[src/rtl/conv_pkg.sv]
// Shared constants and state encoding for the 8-tap convolution sequencer.
package conv_pkg;
    localparam int unsigned DATA_W    = 8;
    localparam int unsigned N         = 8;
    localparam int unsigned N_OUT     = 2 * N - 1;
    localparam int unsigned ACC_W     = 2 * DATA_W + $clog2(N);
    localparam int unsigned IDX_W     = $clog2(N);
    localparam int unsigned OUT_IDX_W = $clog2(N_OUT);

    typedef enum logic [1:0] {
        IDLE,
        MAC,
        FLUSH,
        STREAM
    } conv_state_e;
endpackage

[src/rtl/conv_mac_stage.sv]
// Registered unsigned multiplier with a tag/valid pipeline register alongside,
// giving one cycle of latency from issue to accumulate.
module conv_mac_stage #(
    parameter int unsigned DATA_W = 8,
    parameter int unsigned TAG_W  = 4
) (
    input  logic                  clk,
    input  logic                  rst,
    input  logic                  in_valid,
    input  logic [DATA_W-1:0]     in_a,
    input  logic [DATA_W-1:0]     in_b,
    input  logic [TAG_W-1:0]      in_tag,
    output logic                  out_valid,
    output logic [2*DATA_W-1:0]   out_prod,
    output logic [TAG_W-1:0]      out_tag
);
    localparam int unsigned P_W = 2 * DATA_W;

    logic             valid_q, valid_d;
    logic [P_W-1:0]   prod_q, prod_d;
    logic [TAG_W-1:0] tag_q, tag_d;

    always_comb begin
        valid_d = in_valid;
        prod_d  = in_valid ? P_W'(in_a) * P_W'(in_b) : '0;
        tag_d   = in_valid ? in_tag : '0;
    end

    always_ff @(posedge clk) begin
        if (rst) begin
            valid_q <= 1'b0;
            prod_q  <= '0;
            tag_q   <= '0;
        end else begin
            valid_q <= valid_d;
            prod_q  <= prod_d;
            tag_q   <= tag_d;
        end
    end

    assign out_valid = valid_q;
    assign out_prod  = prod_q;
    assign out_tag   = tag_q;
endmodule

[src/rtl/conv_sched.sv]
// Linear-convolution sequencer: captures S/H frames, time-shares one multiplier
// over all N*N pairs into 2N-1 accumulator bins, then streams the bins out.
module conv_sched #(
    parameter int unsigned DATA_W = conv_pkg::DATA_W,
    parameter int unsigned N      = conv_pkg::N,
    parameter int unsigned ACC_W  = 2 * DATA_W + $clog2(N),
    localparam int unsigned N_OUT = 2 * N - 1
) (
    input  logic                       clk,
    input  logic                       rst,
    input  logic                       start,
    input  logic [N*DATA_W-1:0]        s_flat,
    input  logic [N*DATA_W-1:0]        h_flat,
    output logic                       busy,
    output logic                       done,
    output logic                       out_valid,
    input  logic                       out_ready,
    output logic [ACC_W-1:0]           out_data,
    output logic [$clog2(N_OUT)-1:0]   out_idx,
    output logic                       out_last
);
    import conv_pkg::*;

    localparam int unsigned CNT_W = $clog2(N);
    localparam int unsigned TAG_W = $clog2(N_OUT);

    conv_state_e state_q, state_d;

    logic [CNT_W-1:0]  i_q, i_d, j_q, j_d;
    logic [TAG_W-1:0]  idx_q, idx_d;
    logic              done_q, done_d;
    logic [DATA_W-1:0] s_q [N];
    logic [DATA_W-1:0] s_d [N];
    logic [DATA_W-1:0] h_q [N];
    logic [DATA_W-1:0] h_d [N];
    logic [ACC_W-1:0]  acc_q [N_OUT];
    logic [ACC_W-1:0]  acc_d [N_OUT];

    logic                mul_valid;
    logic [2*DATA_W-1:0] mul_prod;
    logic [TAG_W-1:0]    mul_tag;

    logic start_acc, issue, last_issue, last_beat, handshake;

    assign start_acc  = (state_q == IDLE) && start;
    assign issue      = (state_q == MAC);
    assign last_issue = (i_q == CNT_W'(N - 1)) && (j_q == CNT_W'(N - 1));
    assign last_beat  = (idx_q == TAG_W'(N_OUT - 1));
    assign handshake  = out_valid && out_ready;

    conv_mac_stage #(
        .DATA_W (DATA_W),
        .TAG_W  (TAG_W)
    ) u_mac (
        .clk       (clk),
        .rst       (rst),
        .in_valid  (issue),
        .in_a      (s_q[i_q]),
        .in_b      (h_q[j_q]),
        .in_tag    (TAG_W'(i_q) + TAG_W'(j_q)),
        .out_valid (mul_valid),
        .out_prod  (mul_prod),
        .out_tag   (mul_tag)
    );

    always_ff @(posedge clk) begin
        if (rst) state_q <= IDLE;
        else     state_q <= state_d;
    end

    always_comb begin
        state_d = state_q;
        unique case (state_q)
            IDLE:   if (start) state_d = MAC;
            MAC:    if (last_issue) state_d = FLUSH;
            FLUSH:  state_d = STREAM;
            STREAM: if (handshake && last_beat) state_d = IDLE;
            default: state_d = IDLE;
        endcase
    end

    always_comb begin
        busy      = (state_q != IDLE);
        out_valid = (state_q == STREAM);
    end

    always_comb begin
        i_d    = i_q;
        j_d    = j_q;
        idx_d  = idx_q;
        s_d    = s_q;
        h_d    = h_q;
        acc_d  = acc_q;
        done_d = (state_q == STREAM) && handshake && last_beat;

        // The final product lands during FLUSH, so accumulation runs on stage valid alone.
        if (mul_valid) acc_d[mul_tag] = acc_q[mul_tag] + ACC_W'(mul_prod);

        if (start_acc) begin
            for (int unsigned n = 0; n < N; n++) begin
                s_d[n] = s_flat[n*DATA_W +: DATA_W];
                h_d[n] = h_flat[n*DATA_W +: DATA_W];
            end
            for (int unsigned k = 0; k < N_OUT; k++) acc_d[k] = '0;
            i_d = '0;
            j_d = '0;
        end

        if (issue) begin
            if (j_q == CNT_W'(N - 1)) begin
                j_d = '0;
                i_d = i_q + 1'b1;
            end else begin
                j_d = j_q + 1'b1;
            end
        end

        if ((state_q == STREAM) && handshake) idx_d = last_beat ? '0 : idx_q + 1'b1;
    end

    always_ff @(posedge clk) begin
        if (rst) begin
            i_q    <= '0;
            j_q    <= '0;
            idx_q  <= '0;
            done_q <= 1'b0;
            for (int unsigned n = 0; n < N; n++) begin
                s_q[n] <= '0;
                h_q[n] <= '0;
            end
            for (int unsigned k = 0; k < N_OUT; k++) acc_q[k] <= '0;
        end else begin
            i_q    <= i_d;
            j_q    <= j_d;
            idx_q  <= idx_d;
            done_q <= done_d;
            s_q    <= s_d;
            h_q    <= h_d;
            acc_q  <= acc_d;
        end
    end

    assign done     = done_q;
    assign out_idx  = idx_q;
    assign out_last = out_valid && last_beat;
    assign out_data = out_valid ? acc_q[idx_q] : '0;
endmodule

[config.mk]
export PLATFORM = sky130hd
export DESIGN_NAME = conv_sched
export DESIGN_NICKNAME = d
export VERILOG_FILES = /design/src/rtl/conv_pkg.sv /design/src/rtl/conv_mac_stage.sv /design/src/rtl/conv_sched.sv
export SDC_FILE = /design/constraint.sdc
export NUM_CORES = 1
export LEC_CHECK = 0
export CORE_UTILIZATION = 60
export CTS_CLUSTER_DIAMETER = 40
export DETAILED_ROUTE_END_ITERATION = 8
export PLACE_DENSITY = 0.89
export SYNTH_ARGS = -nofsm -noshare
export SYNTH_HDL_FRONTEND = slang
export SYNTH_HIERARCHICAL = 1
export SYNTH_SLANG_ARGS = --single-unit
[constraint.sdc]
create_clock -name clk -period 9.35 [get_ports clk]
set_input_delay 1.87 -clock clk [delete_from_list [all_inputs] [get_ports clk]]
set_output_delay 1.87 -clock clk [all_outputs]
set_load 0.02 [all_outputs]
Word level (Yosys, flattened, before mapping)
Cells that the tools add are included.
- register bits: 447
- output and inout bits: 27
- input port bits: 132
- reduce and logical (&&, ||, !) cells: 14
- eq/ne operators: 9
- multipliers: 1
- bitwise operators: 5
- mux-type cells: 27
- add/sub/neg operators: 5
- magnitude comparators: 5
- operator list (kind ; count):
    $bwmux W285 ; 1
    $bmux W19 S4 ; 2
    $mux W19 ; 6
    $demux W19 S4 ; 1
    $bmux W8 S3 ; 2
    $mux W8 ; 4
    $add A19 B16 Y19 ; 1
    $mux W3 ; 6
    $mul A8 B8 Y16 ; 1
    $ge A5 B5 Y1 const B ; 2
    $not A4 Y5 ; 2
    $ge A4 B4 Y1 const B ; 2
    $logic_and A1 B1 Y1 ; 8
    $not A3 Y4 ; 2
    $pmux W2 S4 ; 1
    $add A3 B1 Y3 const B ; 2
    $eq A3 B3 Y1 const B ; 2
    $mux W2 ; 3
    $lt A5 B1 Y1 const B ; 1
    $add A3 B3 Y4 ; 1
    $add A4 B1 Y4 const B ; 1
    $eq A2 B2 Y1 const B ; 2
    $eq A4 B4 Y1 const B ; 1
    $mux W4 ; 1
    other kinds (8) ; 11

Longest topological paths before layout
- word-level depth: 6
- depth in mapped cells: 20
- depth with buffers taken out: 17

Cells and area by module
The synthesis kept the hierarchy.
- modules (own cells, without submodules) (module ; cells an instance ; area an instance (um^2) ; instances ; sequential area each (um^2)):
    conv_sched ; 2385 ; 21287.9 ; 1 ; 8528.2
    conv_mac_stage ; 297 ; 2661.3 ; 1 ; 420.4

Least setup slack after synthesis
No wires, ideal clock.
- kind: register to register
- start point: reg i_q[0]
- end point: reg u_mac.prod_q[15] (netlist: u_mac/out_prod[15])
- stages on the path, launching flop included: 18
- setup slack: 3.766 ns
- data arrival time: 5.517 ns
- cell sequence: dfxtp_1 -> clkbuf_1 -> buf_2 -> mux4_2 -> mux2_2 -> and2_1 -> fa_1 -> fa_1 -> fa_1 -> inv_1 -> fa_1 -> inv_1 -> ha_1 -> and4_1 -> nand3_1 -> a211o_1 -> a211o_1 -> o21ai_2
- longest elaborated chain between the ends: 5
- RTL lines (item ; line ; text):
    start, declared ; conv_sched.sv:29 ; logic [CNT_W-1:0] i_q, i_d, j_q, j_d;
    start signal, assigned ; conv_sched.sv:133 ; i_q <= i_d;
    $not A3 Y4 (implied by the code) ; conv_sched.sv:58 ; .in_a (s_q[i_q]),
    $bmux W8 S3 ; conv_sched.sv:58 ;
    $mux W8 (implied by the code) (2 in series) ; conv_sched.sv:58 ;
    $mul A8 B8 Y16 ; conv_mac_stage.sv:25 ; prod_d = in_valid ? P_W'(in_a) * P_W'(in_b) : '0;
    end signal, assigned ; conv_mac_stage.sv:36 ; prod_q <= prod_d;
    end, declared ; conv_mac_stage.sv:20 ; logic [P_W-1:0] prod_q, prod_d;
No other way between the ends. The select of a mux whose other input is x is not followed.
A chain may end at the register's enable or synchronous reset.

Worst setup path in the final report
- start point: reg idx_q[1] (netlist: out_idx[1])
- end point: out out_data[7]
- longest elaborated chain between the ends: 5
- RTL lines (item ; line ; text):
    start, declared ; conv_sched.sv:30 ; logic [TAG_W-1:0] idx_q, idx_d;
    start signal, assigned ; conv_sched.sv:135 ; idx_q <= idx_d;
    $not A4 Y5 (implied by the code) ; conv_sched.sv:146 ; assign out_data = out_valid ? acc_q[idx_q] : '0;
    $bmux W19 S4 ; conv_sched.sv:146 ;
    $mux W19 (implied by the code) (2 in series) ; conv_sched.sv:146 ;
    $mux W19 ; conv_sched.sv:146 ;
    end, declared ; conv_sched.sv:18 ; output logic [ACC_W-1:0] out_data,
No other way between the ends. The select of a mux whose other input is x is not followed.

==> metrics.cfg <==
[status]
status = completed

[timing]
setup_violations = 0
relSlewSlack_pct = 6.36
drv_slew = 0
period_share_pct = 66.7
hold_violations = 0
clock_skew_ns = 0.0260
rsz0062_at_grt = no
period_needed_ns = 6.24
tightestPinTransition_ns = 1.39
clock.fmax_mhz = 160
finalWorstSetupSlack_ns = 3.11
fin_hold_ws_ns = 0.456
tns_ns = 0

[cts]
clkLatencyLatePin_ns = 0.65
htree_levels = 2
clock_sinks = 447
cts_buffers = 60
cts_tree = done
cts_root_buffer = clkbuf_16
cts.reportedPaths.clkPinSlew_ns = 0.07
cts_resized = 0
clock_tree.buffer_depth = 3
cts_hold_buf = 0
postCtsSetupBuffers = 0

[synth]
ys.flop_type = dfxtp_1
synth_edf_count = 0
synth_mux_area_share_pct = 18.9
synth_area_leaders = dfxtp_1 (37%), mux4_2 (16%), nand2_1 (9.2%), a21oi_1 (6.7%), ha_1 (3.3%)
synth_cell_type_count = 68
yosysTopAreaCellShare_pct = 37.4
synth_top_family_by_area = multiplexers
async_reset_ff_share_pct = 0
synth_xor_area_share_pct = 0.763
synth_top_area_cell = dfxtp_1
synth_seq_cells = 447
seq_area_frac_synth_pct = 37.4
synth_area_per_cell_um2 = 8.93
syn_inst = 2682
synth_nets = 2916
synth_area_um2 = 23900
synthAdderAreaFrac_pct = 6.52
ys_warn_count = 6
synth-simple-area-share_pct = 17.2
synth_compound_area_share_pct = 14.4

[routing]
num_vias = 21757
drt_iter0_drc = 2800
drt_pass1_iterations = 7
drt_wl_total_um = 75100
drtAntennaViolNets = 0
route.detailed.drc = 0
via_per_inst = 6.62
wl_per_cell_um = 22.8

[pwr]
intPower_mw = 3.72
p_seq_share_pct = 39.7
switchingPower_mw = 1.67
vdd_drop_max_mv = 0.165
power_frac_clock_pct = 42.1
leakage_nw = 9.62
power_frac_comb_pct = 18.2
power.density_nw_per_um2 = 195
switching_share_pct = 31.0

[global_route]
grt_overflow = 0
grt_max_degree = 121
antenna_found_initial = 1
grt_pass1_wl_um = 116000
met3_usage_pct = 10.6
grt_usage_pct = 36.6
busiest_layer = met2
grt_use_met2_pct = 55.5
use_met1_pct = 47.0
grt_pass1_vias = 21506

[place]
post-place-ws_ns = 3.44
portBuffers = 158
hpwl_um = 48000
dpl.cell_count = 3178
place_congestion = 0.914

[layout]
area_delta_synth_final_pct = 15.4
fill_cells = 2667
stdcell_count = 3289
postLayoutCoreUtil_pct = 70.8
fin_nets = 2956
drive_gt1_share_pct = 12.8

[worst_setup_path]
endpoint_kind = output port
cp.required_ns = 7.48
crit_fanout = 46
start_kind = flop
worstPathArrival_ns = 4.37
r2r_setup_slack_ns = 3.41
crit_type = reg2out

[die]
fp.dieW_um = 202
rows = 72
die_h_um = 202
core_area_um2 = 39000
initial_core_util_pct = 61.4
ios = 159
die_area_um2 = 40700

[run]
maxCapViolations = 0

[hold_path]
min_path_type = reg2reg

[power groups by stage]
stage	Sequential (mW)	Combinational [mW]	Clock [mW]
after floorplan	2.11	0.718	0
after global placement	2.16	0.910	0
after detailed placement	2.17	0.943	0
after CTS	2.13	0.958	2.26
after global routing	2.15	1.06	2.35
final	2.14	0.980	2.27
[final cells by class]
| class | count | area, um2 | area share [%] |
|---|---|---|---|
| Antenna cell | 1 | 2.50 | 0.00906 |
| Multi-Input combinational cell | 1939 | 13900 | 50.2 |
| Timing Repair Buffer | 195 | 1860 | 6.72 |
| Clock buffer | 79 | 1660 | 6.02 |
| Sequential cell | 447 | 8960 | 32.4 |
| Inverter | 79 | 299 | 1.08 |
| Clock inverter | 31 | 325 | 1.18 |
| Tap cell | 518 | 648 | 2.35 |
[placed cells by master, fill, tap and decap left out, drive strengths merged, types with 62 or more instances in the layout]
master | netlist | routed
inv | 79 | 85
nand3 | 107 | 107
ha | 64 | 64
a21oi | 322 | 322
nor2 | 149 | 149
and2 | 62 | 62
mux4 | 170 | 170
clkdlybuf4s50 | 0 | 157
o21ai | 142 | 142
clkbuf | 157 | 79
nand2 | 587 | 587
dfxtp | 447 | 447
[synth_stat cells (5+ instances only)]
cell        n
nor3b_1     6
nor2_1    149
xor2_1     10
buf_2      35
o22ai_1    14
ha_1       64
nand2_1   587
o21bai_1    5
fa_1       38
xnor2_1     9
o211ai_1   20
o21a_1     19
buf_4       6
nor2b_1     7
o21ai_0   140
nor3_1     27
buf_1      18
mux4_2    170
mux2i_1    51
clkbuf_1  156
nand3_1   107
a21o_1      9
a21oi_1   322
inv_1      78
dfxtp_1   447
a211oi_1   51
and2_1     62
mux2_2     16
[registers in the layout (all words and copies together), names as in the netlist]
register	count
state_q	2
s_q	64
u_mac/out_tag	4
acc_q	285
i_q	3
out_idx	4
j_q	3
u_mac/out_prod	16
u_mac/out_valid	1
h_q	64
done	1
[kinds of logic after synthesis]
kind of cell	after synthesis
xor gates and xnor gates	20
adders and majority gates	102
and+or+nand+nor	972
buffers and inverters	296
DFF	447
muxes	237
AOI/OAI and AO/OA	608
[metrics by stage]
step                cell area [um2]  total power, mW
finish                        27600             5.39
global placement              25600             3.07
floorplan                     23900             2.82
detailed placement            25600             3.11
CTS                           27600             5.35
global route                  27600             5.55
[metal layers]
layer | vias to the layer above | share of wire, %
met2 | 1546 | 44
met4 | 0 | 5.9
met3 | 346 | 13
met1 | 10383 | 37
met5 | - | 0
li1 | 9482 | -
[final timing paths]
| kind | from | to | cells past startpoint |
|---|---|---|---|
| max | out_idx[1] | out_data[7] | 7 |
| min reg2reg | s_q[2] | s_q[2] | 2 |
| min | s_q[2] | s_q[2] | 2 |
| max reg2reg | j_q[0] | u_mac/out_prod[14] | 17 |
[worst max-delay path: stages (launching register included)]
cell and delay (ns):
dfxtp_2 0.81, buf_4 0.73, nor2b_1 0.52, nand2_1 0.26, o21ai_0 0.15, mux4_2 0.51
and2_1 0.17, clkdlybuf4s50_1 0.53
No activity file was read; power rests on OpenSTA's default activity.
